**config.mk**
```make
export PLATFORM = sky130hd
export DESIGN_NAME = pwm_generator
export DESIGN_NICKNAME = d
export VERILOG_FILES = /design/src/rtl/pwm_generator.sv
export SDC_FILE = /design/constraint.sdc
export NUM_CORES = 1
export LEC_CHECK = 0
export CAP_MARGIN = 20
export CORE_UTILIZATION = 48
export DETAILED_ROUTE_END_ITERATION = 12
export PLACE_DENSITY = 0.75
export SLEW_MARGIN = 5
export SYNTH_ARGS = -nofsm -noshare
export SYNTH_HDL_FRONTEND = slang
export SYNTH_SLANG_ARGS = --single-unit
```
**constraint.sdc**
```tcl
create_clock -name clock -period 1.9 [get_ports clock]
set_input_delay 0.38 -clock clock [delete_from_list [all_inputs] [get_ports clock]]
set_output_delay 0.38 -clock clock [all_outputs]
set_load 0.005 [all_outputs]
```
**src/rtl/pwm_generator.sv**
```systemverilog
// Double-buffered PWM generator with period-boundary updates and a completion pulse per period.
// Define PWM_DEADTIME_EN to force idle periods on direction reversal (H-bridge dead-time).
module pwm_generator #(
   parameter int unsigned PRESCALE         = 4,
   parameter int unsigned DEADTIME_PERIODS = 2
) (
   input  logic       clock,
   input  logic       reset,
   input  logic       pwm_enable,
   input  logic       pwm_update,
   input  logic [7:0] pwm_ratio,
   input  logic       pwm_direction,
   output logic       pwm_done,
   output logic       pwm_out,
   output logic       dir_out,
   output logic [7:0] active_ratio
);

   localparam int unsigned PW = (PRESCALE > 1) ? $clog2(PRESCALE) : 1;

   if (PRESCALE < 1 || DEADTIME_PERIODS < 1) begin : g_param_check
      $error("pwm_generator: PRESCALE and DEADTIME_PERIODS must be >= 1");
   end

`ifdef PWM_DEADTIME_EN
   localparam int unsigned DW = (DEADTIME_PERIODS > 1) ? $clog2(DEADTIME_PERIODS) : 1;

   typedef enum logic [1:0] {
      StIdle,
      StRun,
      StDead
   } state_e;

   logic [DW-1:0] dead_cnt;
`else
   typedef enum logic [0:0] {
      StIdle,
      StRun
   } state_e;
`endif

   state_e        state;
   logic [PW-1:0] prescale_cnt;
   logic [PW-1:0] prescale_nxt;
   logic [7:0]    period_cnt;
   logic [7:0]    period_nxt;
   logic [7:0]    shadow_ratio;
   logic          shadow_dir;
   logic          tick;
   logic          boundary;

   always_comb begin
      tick         = (prescale_cnt == PW'(PRESCALE - 1));
      boundary     = tick && (period_cnt == 8'd254);
      prescale_nxt = tick ? '0 : prescale_cnt + PW'(1);
      if (boundary) begin
         period_nxt = 8'd0;
      end else if (tick) begin
         period_nxt = period_cnt + 8'd1;
      end else begin
         period_nxt = period_cnt;
      end
   end

   // pwm_out is derived from next-state counter/ratio so it lines up with period_cnt.
   always_ff @(posedge clock) begin
      if (reset) begin
         state        <= StIdle;
         prescale_cnt <= '0;
         period_cnt   <= 8'd0;
         shadow_ratio <= 8'd0;
         shadow_dir   <= 1'b0;
         active_ratio <= 8'd0;
         dir_out      <= 1'b0;
         pwm_out      <= 1'b0;
         pwm_done     <= 1'b0;
`ifdef PWM_DEADTIME_EN
         dead_cnt     <= '0;
`endif
      end else if (!pwm_enable) begin
         state        <= StIdle;
         prescale_cnt <= '0;
         period_cnt   <= 8'd0;
         shadow_ratio <= 8'd0;
         active_ratio <= 8'd0;
         pwm_out      <= 1'b0;
         pwm_done     <= 1'b0;
`ifdef PWM_DEADTIME_EN
         dead_cnt     <= '0;
`endif
      end else begin
         pwm_done <= 1'b0;
         if (pwm_update) begin
            shadow_ratio <= pwm_ratio;
            shadow_dir   <= pwm_direction;
         end
         case (state)
            StIdle: begin
               prescale_cnt <= '0;
               period_cnt   <= 8'd0;
               pwm_out      <= 1'b0;
               if (pwm_update) begin
                  state        <= StRun;
                  active_ratio <= pwm_ratio;
                  dir_out      <= pwm_direction;
                  pwm_out      <= (pwm_ratio != 8'd0);
               end
            end
            StRun: begin
               prescale_cnt <= prescale_nxt;
               period_cnt   <= period_nxt;
               pwm_out      <= (period_nxt < active_ratio);
               if (boundary) begin
                  pwm_done <= 1'b1;
`ifdef PWM_DEADTIME_EN
                  if (shadow_dir != dir_out) begin
                     state    <= StDead;
                     dead_cnt <= '0;
                     pwm_out  <= 1'b0;
                  end else begin
                     active_ratio <= shadow_ratio;
                     dir_out      <= shadow_dir;
                     pwm_out      <= (shadow_ratio != 8'd0);
                  end
`else
                  active_ratio <= shadow_ratio;
                  dir_out      <= shadow_dir;
                  pwm_out      <= (shadow_ratio != 8'd0);
`endif
               end
            end
`ifdef PWM_DEADTIME_EN
            StDead: begin
               prescale_cnt <= prescale_nxt;
               period_cnt   <= period_nxt;
               pwm_out      <= 1'b0;
               if (boundary) begin
                  pwm_done <= 1'b1;
                  // Exit uses whatever is in shadow now, even if direction changed again.
                  if (dead_cnt == DW'(DEADTIME_PERIODS - 1)) begin
                     state        <= StRun;
                     active_ratio <= shadow_ratio;
                     dir_out      <= shadow_dir;
                     pwm_out      <= (shadow_ratio != 8'd0);
                  end else begin
                     dead_cnt <= dead_cnt + DW'(1);
                  end
               end
            end
`endif
            default: begin
               state <= StIdle;
            end
         endcase
      end
   end

endmodule
```
==> qor.yml <==
run_status:
  status: "finished, violations left"
  violations: "negative setup slack"
power:
  swShare: 0.2271
  p_sw_mw: 0.3141
  pwr-share-clk: 0.389
  p_leak_nw: 0.8819
  p_per_area_nw_per_um2: 647.1
  p_int_mw: 1.069
  seqPwrFrac: 0.493
  max-vdd-ir-drop_mv: 0.4687
  combPwrFrac: 0.118
  total_power_mw: 1.383
timing:
  hold_viol: 0
  max_slew_margin: 0.7304
  fin_skew_ns: 0.01081
  timing.setup.tns_ns: -0.1306
  fin_ws_ns: -0.1306
  maxSlewViolCount: 0
  finalSetupViolations: 1
  rsz0062_at_grt: "true"
  fmax_mhz: 492.5
  worst_slew_pin_slew_ns: 0.3942
  fin_crit_ns: 2.031
  fin_crit_sh: 1.069
worst_setup_path:
  worstPathRequired_ns: 2.16
  worstPathArrival_ns: 2.29
  critical_path_class: "reg2reg"
  regToRegSetupSlack_ns: -0.13
  startpoint_type: "register"
  crit_fanout: 4
  worstSetupEndpointType: "register"
logic_synthesis:
  synth_nets: 198
  synth-xor-area-share: 0.03299
  synth-simple-area-share: 0.2215
  synth-compound-area-share: 0.1155
  yosysTopAreaCell: "dfxtp_1"
  synthMuxAreaShare: 0.1068
  syn_inst: 175
  synth_adder_area_share: 0.07855
  yosys.area.top_type_share: 0.3896
  synth_cell_types: 42
  synth_warnings: 0
  ys_top_cells_by_area: "dfxtp_1 (39%), mux2i_1 (11%), ha_1 (7.9%)"
  synth_area_um2: 1593
  ys_ff_latch: 31
  syn_area_per_cell_um2: 9.102
  synth_top_family_by_area: "simple AND/OR/NAND/NOR gates"
  seq_area_frac_synth: 0.3896
clocking:
  holdBufCountCts: 0
  clk_pin_slew_ns: 0.10
  ctsRootBufferMaster: "clkbuf_4"
  clk_latency_ns: 0.33
  cts_max_level: 2
  cts_buffers: 5
  cts_tree: "done"
  clock_path_buffers: 2
  cts_sinks: 31
placed_design:
  post-dp-hpwl_um: 2674
  io_buffer_count: 23
  gp_congestion: 0.9327
detailed_routing:
  ant_nets: 0
  drt_iter0_drc: 80
  drtPass1Iterations: 4
  wl_um: 3462
  vias: 1398
  wl_per_cell_um: 13.02
  drc: 0
  vias_per_cell: 5.256
die:
  die_x_um: 59.61
  dieArea_um2: 3553
  io_pins: 24
  die_height_um: 59.61
  core_area_um2: 3103
  start_util: 0.5133
  num_rows: 20
global_routing:
  track_usage: 0.2269
  grt_max_degree: 18
  grt_pass1_wl_um: 5954
  grt_overflow_total: 0
  antenna_found_initial: 0
  grt_pass1_vias: 1368
layout:
  final_common_cell: "nor2_1"
  layout-drive-gt1-share: 0.2387
  finish.net_count: 244
  n_antenna_cell: 0
  final_cell_mix: "nor2_1 (31), dfxtp_1 (27), clkdlybuf4s50_1 (23)"
  area_growth_pct: 34.17
run:
  drv_cap: 0
worst_hold_path:
  min_path_type: "reg2reg"
layout make-up:
cell class	count	area [µm²]
inverters	11	41.29
flip-flops and latches	31	625.6
clock buffers	6	51.30
multi-input cells	126	922.1
well taps	44	55.05
repair buffers	46	406.6
fillers	259	965.9
clock inverters	2	35.03
layer usage:
layer	share of wire	up-vias	GRT usage
li1	-	703	-
met5	0	-	0
met4	0.023	0	0.1329
met3	0.045	9	0.03930
met1	0.42	649	0.2725
met2	0.51	37	0.3788
timing repair:
action,CTS,global route
buffers inserted,4,0
endpoints found under the setup margin,1,1
pin swaps,6,1
gates resized for setup,2,6
worst paths after layout:
check / startpoint / endpoint / cells past startpoint
setup reg to reg: prescale_cnt[0] / pwm_out / 11
hold / removal: prescale_cnt[0] / prescale_cnt[0] / 1
hold reg to reg: prescale_cnt[0] / prescale_cnt[0] / 1
setup / recovery: prescale_cnt[0] / pwm_out / 11
flip-flops by register name, summed over array words and instances (netlist names), 2 cells and up:
name,flops
active_ratio,8
period_cnt,8
prescale_cnt,2
shadow_ratio,8
stage by stage:
step	setup slack, ns	instances	hold slack, ns	utilization	area (µm²)
after floorplan	-0.02493	175	0.4125	-	1617
after global placement	-0.08725	254	0.4158	0.6427	1994
after detailed placement	-0.1614	254	0.4312	0.6427	1994
after CTS	-0.08909	266	0.4507	0.6819	2116
after global routing	-0.2392	266	0.4594	0.6887	2137
final	-0.1306	266	0.4495	0.6887	2137
cell usage after synthesis:
| library cell | count |
|---|---|
| nand2_1 | 9 |
| a2111oi_0 | 1 |
| dfxtp_1 | 31 |
| and2_1 | 1 |
| o21ai_0 | 3 |
| a211oi_2 | 2 |
| nand4_1 | 4 |
| nor4_1 | 5 |
| xnor2_1 | 1 |
| a211oi_1 | 6 |
| nor3b_1 | 1 |
| a21oi_1 | 6 |
| mux2i_1 | 17 |
| and3_1 | 1 |
| nor4_2 | 1 |
| o31a_1 | 1 |
| nor2b_1 | 1 |
| a21boi_0 | 1 |
| nor2_2 | 2 |
| clkbuf_1 | 2 |
| a21o_1 | 1 |
| clkbuf_4 | 1 |
| nand2b_1 | 1 |
| or2_1 | 1 |
| or3_1 | 1 |
| nor2_1 | 31 |
| nand3b_1 | 1 |
| buf_2 | 1 |
| nor3_1 | 2 |
| nor3_4 | 1 |
| and3_4 | 1 |
| nand3_1 | 2 |
| buf_4 | 2 |
| nand3_2 | 1 |
| a41o_2 | 1 |
| xor2_1 | 5 |
| inv_1 | 11 |
| a31oi_1 | 2 |
| buf_6 | 1 |
| and4b_2 | 1 |
| o31ai_2 | 1 |
| ha_1 | 10 |
critical path: stages (launching register included):
cell	delay (ns)
dfxtp_2	0.35
ha_4	0.17
buf_4	0.14
buf_4	0.13
nand4_1	0.09
xor2_1	0.25
nor2_1	0.10
ha_1	0.30
nor2_1	0.13
nor3_2	0.05
o31a_1	0.10
o31ai_2	0.16
power by group through the flow:
stage | logic (mW) | clock network, mW | registers, mW
floorplan | 0.0898 | 0 | 0.695
finish | 0.164 | 0.537 | 0.682
global placement | 0.157 | 0 | 0.697
global route | 0.182 | 0.577 | 0.685
detailed placement | 0.161 | 0 | 0.697
CTS | 0.163 | 0.549 | 0.682
kinds of logic after synthesis:
group	count (synthesis)
AOI/OAI and AO/OA	25
DFF	31
xor gates and xnor gates	6
adders and majority gates	10
muxes	17
buffers and inverters	18
and+or+nand+nor	68
(Power assumes the default switching activity.)
